File: config.mk
export PLATFORM = sky130hd
export DESIGN_NAME = stream_demux_1xn
export DESIGN_NICKNAME = d
export VERILOG_FILES = /design/src/rtl/stream_demux_pkg.sv /design/src/rtl/demux_chan_reg.sv /design/src/rtl/stream_demux_1xn.sv
export SDC_FILE = /design/constraint.sdc
export NUM_CORES = 1
export LEC_CHECK = 0
export CORE_MARGIN = 4
export CORE_UTILIZATION = 66
export CTS_CLUSTER_SIZE = 8
export DETAILED_ROUTE_END_ITERATION = 10
export DONT_BUFFER_PORTS = 1
export PLACE_DENSITY = 0.83
export SETUP_SLACK_MARGIN = 0.3
export SKIP_CTS_REPAIR_TIMING = 1
export SYNTH_ARGS = -nofsm -noshare
export SYNTH_HDL_FRONTEND = slang
export SYNTH_SLANG_ARGS = --single-unit
File: constraint.sdc
create_clock -name clk -period 2.2 [get_ports clk]
set_input_delay 0.22 -clock clk [delete_from_list [all_inputs] [get_ports clk]]
set_output_delay 0.22 -clock clk [all_outputs]
set_load 0.03 [all_outputs]
File: src/rtl/stream_demux_pkg.sv
// Shared types and helpers for the registered 1-to-N stream demultiplexer.
//   mode_e  : routing mode (addressed by select, or round-robin)
//   rr_next : wrap-around increment used by the round-robin pointer
package stream_demux_pkg;

  typedef enum logic {
    MODE_ADDR = 1'b0,
    MODE_RR   = 1'b1
  } mode_e;

  // Next round-robin target: ptr + 1, wrapping from n_ch - 1 back to 0.
  function automatic int unsigned rr_next(input int unsigned ptr, input int unsigned n_ch);
    return (ptr + 1 >= n_ch) ? 0 : ptr + 1;
  endfunction

endpackage

File: src/rtl/demux_chan_reg.sv
// One-entry valid/ready holding register for a single output lane.
// Ports:
//   clk, rst_n : clock and asynchronous active-low reset
//   load       : capture data_in this edge (only asserted when can_load is high)
//   data_in    : payload to capture
//   out_valid  : lane holds a beat
//   out_ready  : consumer accepts the held beat this cycle
//   out_data   : held payload; keeps its last value after draining
//   can_load   : register is empty or is draining this cycle
module demux_chan_reg #(
  parameter int unsigned DATA_W = 8
) (
  input  logic              clk,
  input  logic              rst_n,
  input  logic              load,
  input  logic [DATA_W-1:0] data_in,
  output logic              out_valid,
  input  logic              out_ready,
  output logic [DATA_W-1:0] out_data,
  output logic              can_load
);

  logic              valid_q;
  logic [DATA_W-1:0] data_q;

  // Drain and refill in the same cycle is allowed, so a full lane with a
  // ready consumer still accepts a new beat.
  assign can_load  = !valid_q || out_ready;
  assign out_valid = valid_q;
  assign out_data  = data_q;

  always_ff @(posedge clk or negedge rst_n) begin
    if (!rst_n) begin
      valid_q <= 1'b0;
      data_q  <= '0;
    end else if (load) begin
      valid_q <= 1'b1;
      data_q  <= data_in;
    end else if (valid_q && out_ready) begin
      valid_q <= 1'b0;
    end
  end

endmodule

File: src/rtl/stream_demux_1xn.sv
// Registered, handshaked 1-to-N stream demultiplexer.
// Ports:
//   clk, rst_n  : clock and asynchronous active-low reset
//   mode        : 0 = route by in_sel, 1 = round-robin via rr_ptr
//   in_valid/in_ready/in_data/in_sel : producer stream
//   out_valid/out_ready/out_data     : N_CH consumer lanes, lane i at [i*DATA_W +: DATA_W]
//   rr_ptr      : next round-robin target
//   drop_cnt    : saturating count of beats with an out-of-range select
//   err_sticky  : set on any dropped beat
//   clr_stats   : synchronous clear of drop_cnt and err_sticky (wins over a drop)
module stream_demux_1xn
  import stream_demux_pkg::*;
#(
  parameter  int unsigned N_CH   = 4,
  parameter  int unsigned DATA_W = 8,
  parameter  int unsigned CNT_W  = 8,
  localparam int unsigned SEL_W  = $clog2(N_CH)
) (
  input  logic                     clk,
  input  logic                     rst_n,
  input  logic                     mode,
  input  logic                     in_valid,
  output logic                     in_ready,
  input  logic [DATA_W-1:0]        in_data,
  input  logic [SEL_W-1:0]         in_sel,
  output logic [N_CH-1:0]          out_valid,
  input  logic [N_CH-1:0]          out_ready,
  output logic [N_CH*DATA_W-1:0]   out_data,
  output logic [SEL_W-1:0]         rr_ptr,
  output logic [CNT_W-1:0]         drop_cnt,
  output logic                     err_sticky,
  input  logic                     clr_stats
);

  localparam logic [SEL_W:0] NumCh = (SEL_W + 1)'(N_CH);

  logic [SEL_W-1:0] target;
  logic             in_range;
  logic             accept;
  logic             drop;
  logic [N_CH-1:0]  can_load;
  logic [N_CH-1:0]  load;

  logic [SEL_W-1:0] rr_ptr_q;
  logic [CNT_W-1:0] drop_cnt_q;
  logic             err_q;

  always_comb begin
    target   = (mode_e'(mode) == MODE_RR) ? rr_ptr_q : in_sel;
    in_range = {1'b0, target} < NumCh;
    // Out-of-range targets are swallowed, so they are always ready.
    in_ready = 1'b1;
    for (int i = 0; i < N_CH; i++) begin
      if (target == SEL_W'(i)) begin
        in_ready = can_load[i];
      end
    end
    accept = in_valid && in_ready;
    drop   = accept && !in_range;
    load   = '0;
    for (int i = 0; i < N_CH; i++) begin
      load[i] = accept && (target == SEL_W'(i));
    end
  end

  for (genvar i = 0; i < N_CH; i++) begin : g_chan
    demux_chan_reg #(
      .DATA_W(DATA_W)
    ) u_chan (
      .clk      (clk),
      .rst_n    (rst_n),
      .load     (load[i]),
      .data_in  (in_data),
      .out_valid(out_valid[i]),
      .out_ready(out_ready[i]),
      .out_data (out_data[i*DATA_W +: DATA_W]),
      .can_load (can_load[i])
    );
  end

  // rr_ptr only ever holds in-range values, so an RR accept is never a drop.
  always_ff @(posedge clk or negedge rst_n) begin
    if (!rst_n) begin
      rr_ptr_q <= '0;
    end else if (accept && (mode_e'(mode) == MODE_RR)) begin
      rr_ptr_q <= SEL_W'(rr_next(32'(rr_ptr_q), N_CH));
    end
  end

  always_ff @(posedge clk or negedge rst_n) begin
    if (!rst_n) begin
      drop_cnt_q <= '0;
      err_q      <= 1'b0;
    end else if (clr_stats) begin
      drop_cnt_q <= '0;
      err_q      <= 1'b0;
    end else if (drop) begin
      err_q <= 1'b1;
      if (drop_cnt_q != '1) begin
        drop_cnt_q <= drop_cnt_q + 1'b1;
      end
    end
  end

  assign rr_ptr     = rr_ptr_q;
  assign drop_cnt   = drop_cnt_q;
  assign err_sticky = err_q;

endmodule

==> metrics.md <==
| Metric | Value |
|---|---|
| Count leader, synth | `dfrtp_1` |
| Clock Power Share | `11.6%` |
| Worst Path Arrival | `1.57 ns` |
| Largest area contributor in the netlist | `dfrtp_1` |
| Horiz. Die Dim | `59.5 microns` |
| Die H | `59.5 microns` |
| Routed WL | `3.07 mm` |
| Max-slew violation count | `0` |
| Syn Area/Cell | `13.3 sq um` |
| Final worst path period need | `1.79 ns` |
| DIE AREA | `3540 sq um` |
| Avg WL per Cell | `18.1 microns` |
| Pin count of the biggest net entering global routing | `39` |
| Distinct cells, synth | `25` |
| Worst setup EP type | `output pin` |
| Net Sw Frac | `47.6%` |
| Seq. cell area | `952 sq um` |
| Nets | `159` |
| Final hold vios | `0` |
| Filler Cells Inserted | `160` |
| Static leakage | `0.835 nW` |
| Max rail drop VDD | `0.00130 V` |
| Most common library cells after synthesis | `38 x dfrtp_1, 35 x mux2_2, 13 x buf_4` |
| Finish-stage setup viols | `0` |
| DP Wirelength | `2.21 mm` |
| Initial DRT Pass Iterations | `3` |
| Status | `completed` |
| Req. time, crit path | `1.98 ns` |
| CORE AREA | `2500 sq um` |
| Top cell type's share of synthesized area | `54.4%` |
| CTS buffer count | `5` |
| Post-route ant nets | `0` |
| Layout cells sized above 1 | `40.7%` |
| Synthesized flop and latch total | `38` |
| Sequential power share | `65.4%` |
| Io pins | `67` |
| GR Overflow Total | `0` |
| Multi-input logic area | `703 sq um` |
| H-tree depth | `2` |
| Maximum buffer depth of the clock tree | `2` |
| Crit path launch type | `flop` |
| GR Util All Layers | `18.6%` |
| Max cap viols | `0` |
| Initial Utilization | `69.9%` |
| DRC viols | `0` |
| DR vias | `969` |
| Max Fanout on Critical Path | `8` |
| Setup TNS Final | `0 ns` |
| Hold path depth | `1` |
| Area delta synth->final | `5.65%` |
| Critical path type | `flop to output pin` |
| Syn Std Cell Area | `1750 sq um` |
| CTS sink count | `38` |
| Clock Skew | `0.00982 ns` |
| Combinational Power Share | `23.0%` |
| Fraction of registers with async set/reset | `100%` |
| Ranking of synthesized cells by area | `dfrtp_1 54%, mux2_2 23%, buf_4 5.6%` |
| Seq/Total Area, Yosys | `54.4%` |
| Net switching power | `0.00139 W` |
| Routability congestion estimate | `0.844` |
| Finished Core Util | `73.9%` |
| Hold Crit Class | `input pin to flop` |
| ANT cells | `0` |
| Pwr/cell area | `1580 nW/um^2` |
| Cell-internal power | `0.00153 W` |
| Input/output buffers | `0` |
| Ys Warns | `0` |
| Final worst path period share | `81.2%` |
| Root Driver | `clkbuf_4` |
| Row count | `18` |
| TritonCTS clock tree | `yes` |
| First-pass GRT wire length | `4.69 mm` |
| Initial antenna violation count | `0` |
| Drt first-iter violations | `32` |
| RSZ-0062 raised after global routing | `false` |
| Via density | `5.70` |
| Worst-skew pair later-pin latency | `0.32 ns` |
| Ys flop type | `dfrtp_1` |
| Post-Synthesis Cells | `131` |
| Number of global-route vias before repair | `1010` |
| Tot Pwr | `0.00292 W` |
| Register clock-pin slew on the reported worst setup and hold paths | `0.11 ns` |
| Reg2Reg Depth | `4` |
| Max Freq | `0.560 GHz` |
| Number of synthesized flops with an enable pin | `0` |
-- sequential cells by signal, summed over array words and instances, names as in the netlist --
signal and flops:
g_chan.u_chan.out_valid 4, g_chan.u_chan.out_data 32, rr_ptr 2
-- routing by layer --
layer	track usage, %	wire length (microns)
met1	21.2	1190
met5	0	0
met2	31.4	1580
met3	7.19	268
met4	6.80	27
-- placed cells by master (no fill, tap or decap), drive strengths merged --
cell | synthesis | layout
a31oi | 1 | 1
nor2 | 3 | 3
inv | 1 | 1
nand3 | 4 | 4
ha | 1 | 1
clkinv | 0 | 2
buf | 17 | 7
dfrtp | 38 | 38
nand3b | 1 | 1
nor3 | 1 | 1
clkbuf | 0 | 6
a2bb2oi | 1 | 1
nand2b | 6 | 6
mux2 | 35 | 35
dlygate4sd3 | 0 | 3
nor3b | 1 | 1
o2bb2ai | 1 | 1
o21ai | 5 | 5
conb | 1 | 9
mux2i | 4 | 4
nand2 | 9 | 9
and3 | 1 | 1
-- stage by stage --
stage / area, sq um / instances / hold slack [ns] / worst slack (ns)
after CTS: 1750 / 162 / -0.449 / 0.0588
after floorplan: 1780 / 139 / -0.0756 / 0.398
after detailed placement: 1690 / 154 / -0.0746 / 0.410
after global routing: 1850 / 170 / 0.000693 / 0.311
final: 1850 / 170 / 0.0318 / 0.414
after global placement: 1690 / 154 / -0.0747 / 0.470
-- worst max-delay path: stages, from the launching register on --
cell	delay, ns
dfrtp_2	0.49
mux2i_4	0.20
mux2_2	0.35
nand2_1	0.08
o21ai_2	0.13
-- cell families (layout without fill, tap and decap cells) --
group / count (synthesis) / in the layout / share of synthesized area, %
buffers and inverters: 18 / 19 / 8.02
adders and majority gates: 1 / 1 / 0.716
AOI/OAI and AO/OA: 8 / 8 / 3.01
and+or+nand+nor: 26 / 26 / 8.81
DFF: 38 / 38 / 54.4
other: 1 / 9 / 0.215
muxes: 39 / 39 / 24.8
-- area by class of cell --
type / count / area share, %
timing repair buffer: 10 / 5.15
clock inverter: 2 / 0.745
inverter: 1 / 0.203
tap: 30 / 2.03
clock buffer: 6 / 2.24
multi-input combinational: 83 / 38.1
sequential: 38 / 51.6
-- worst paths after layout --
kind                                       start                                  endpoint  slack (ns)
max                        rr_ptr[0]$_DFFE_PN0P_                                  in_ready        0.41
min                                   in_data[6]  g_chan[1].u_chan.out_data[6]$_DFFE_PN0P_        0.03
max reg2reg                rr_ptr[0]$_DFFE_PN0P_  g_chan[0].u_chan.out_data[2]$_DFFE_PN0P_        0.53
min reg2reg                rr_ptr[0]$_DFFE_PN0P_    g_chan[2].u_chan.out_valid$_DFFE_PN0P_        0.75
max in group asynchronous                  rst_n                     rr_ptr[0]$_DFFE_PN0P_        1.65
min in group asynchronous                  rst_n    g_chan[1].u_chan.out_valid$_DFFE_PN0P_        0.34
-- power by group through the flow --
stage          clock, W  combinational [W]  sequential [W]
2_1_floorplan         0           0.000585         0.00184
3_3_place_gp          0           0.000571         0.00192
3_5_place_dp          0           0.000602         0.00194
4_1_cts        0.000360           0.000602         0.00192
5_1_grt        0.000389           0.000736         0.00195
6_report       0.000339           0.000672         0.00191
No activity file was read; power rests on OpenSTA's default activity.
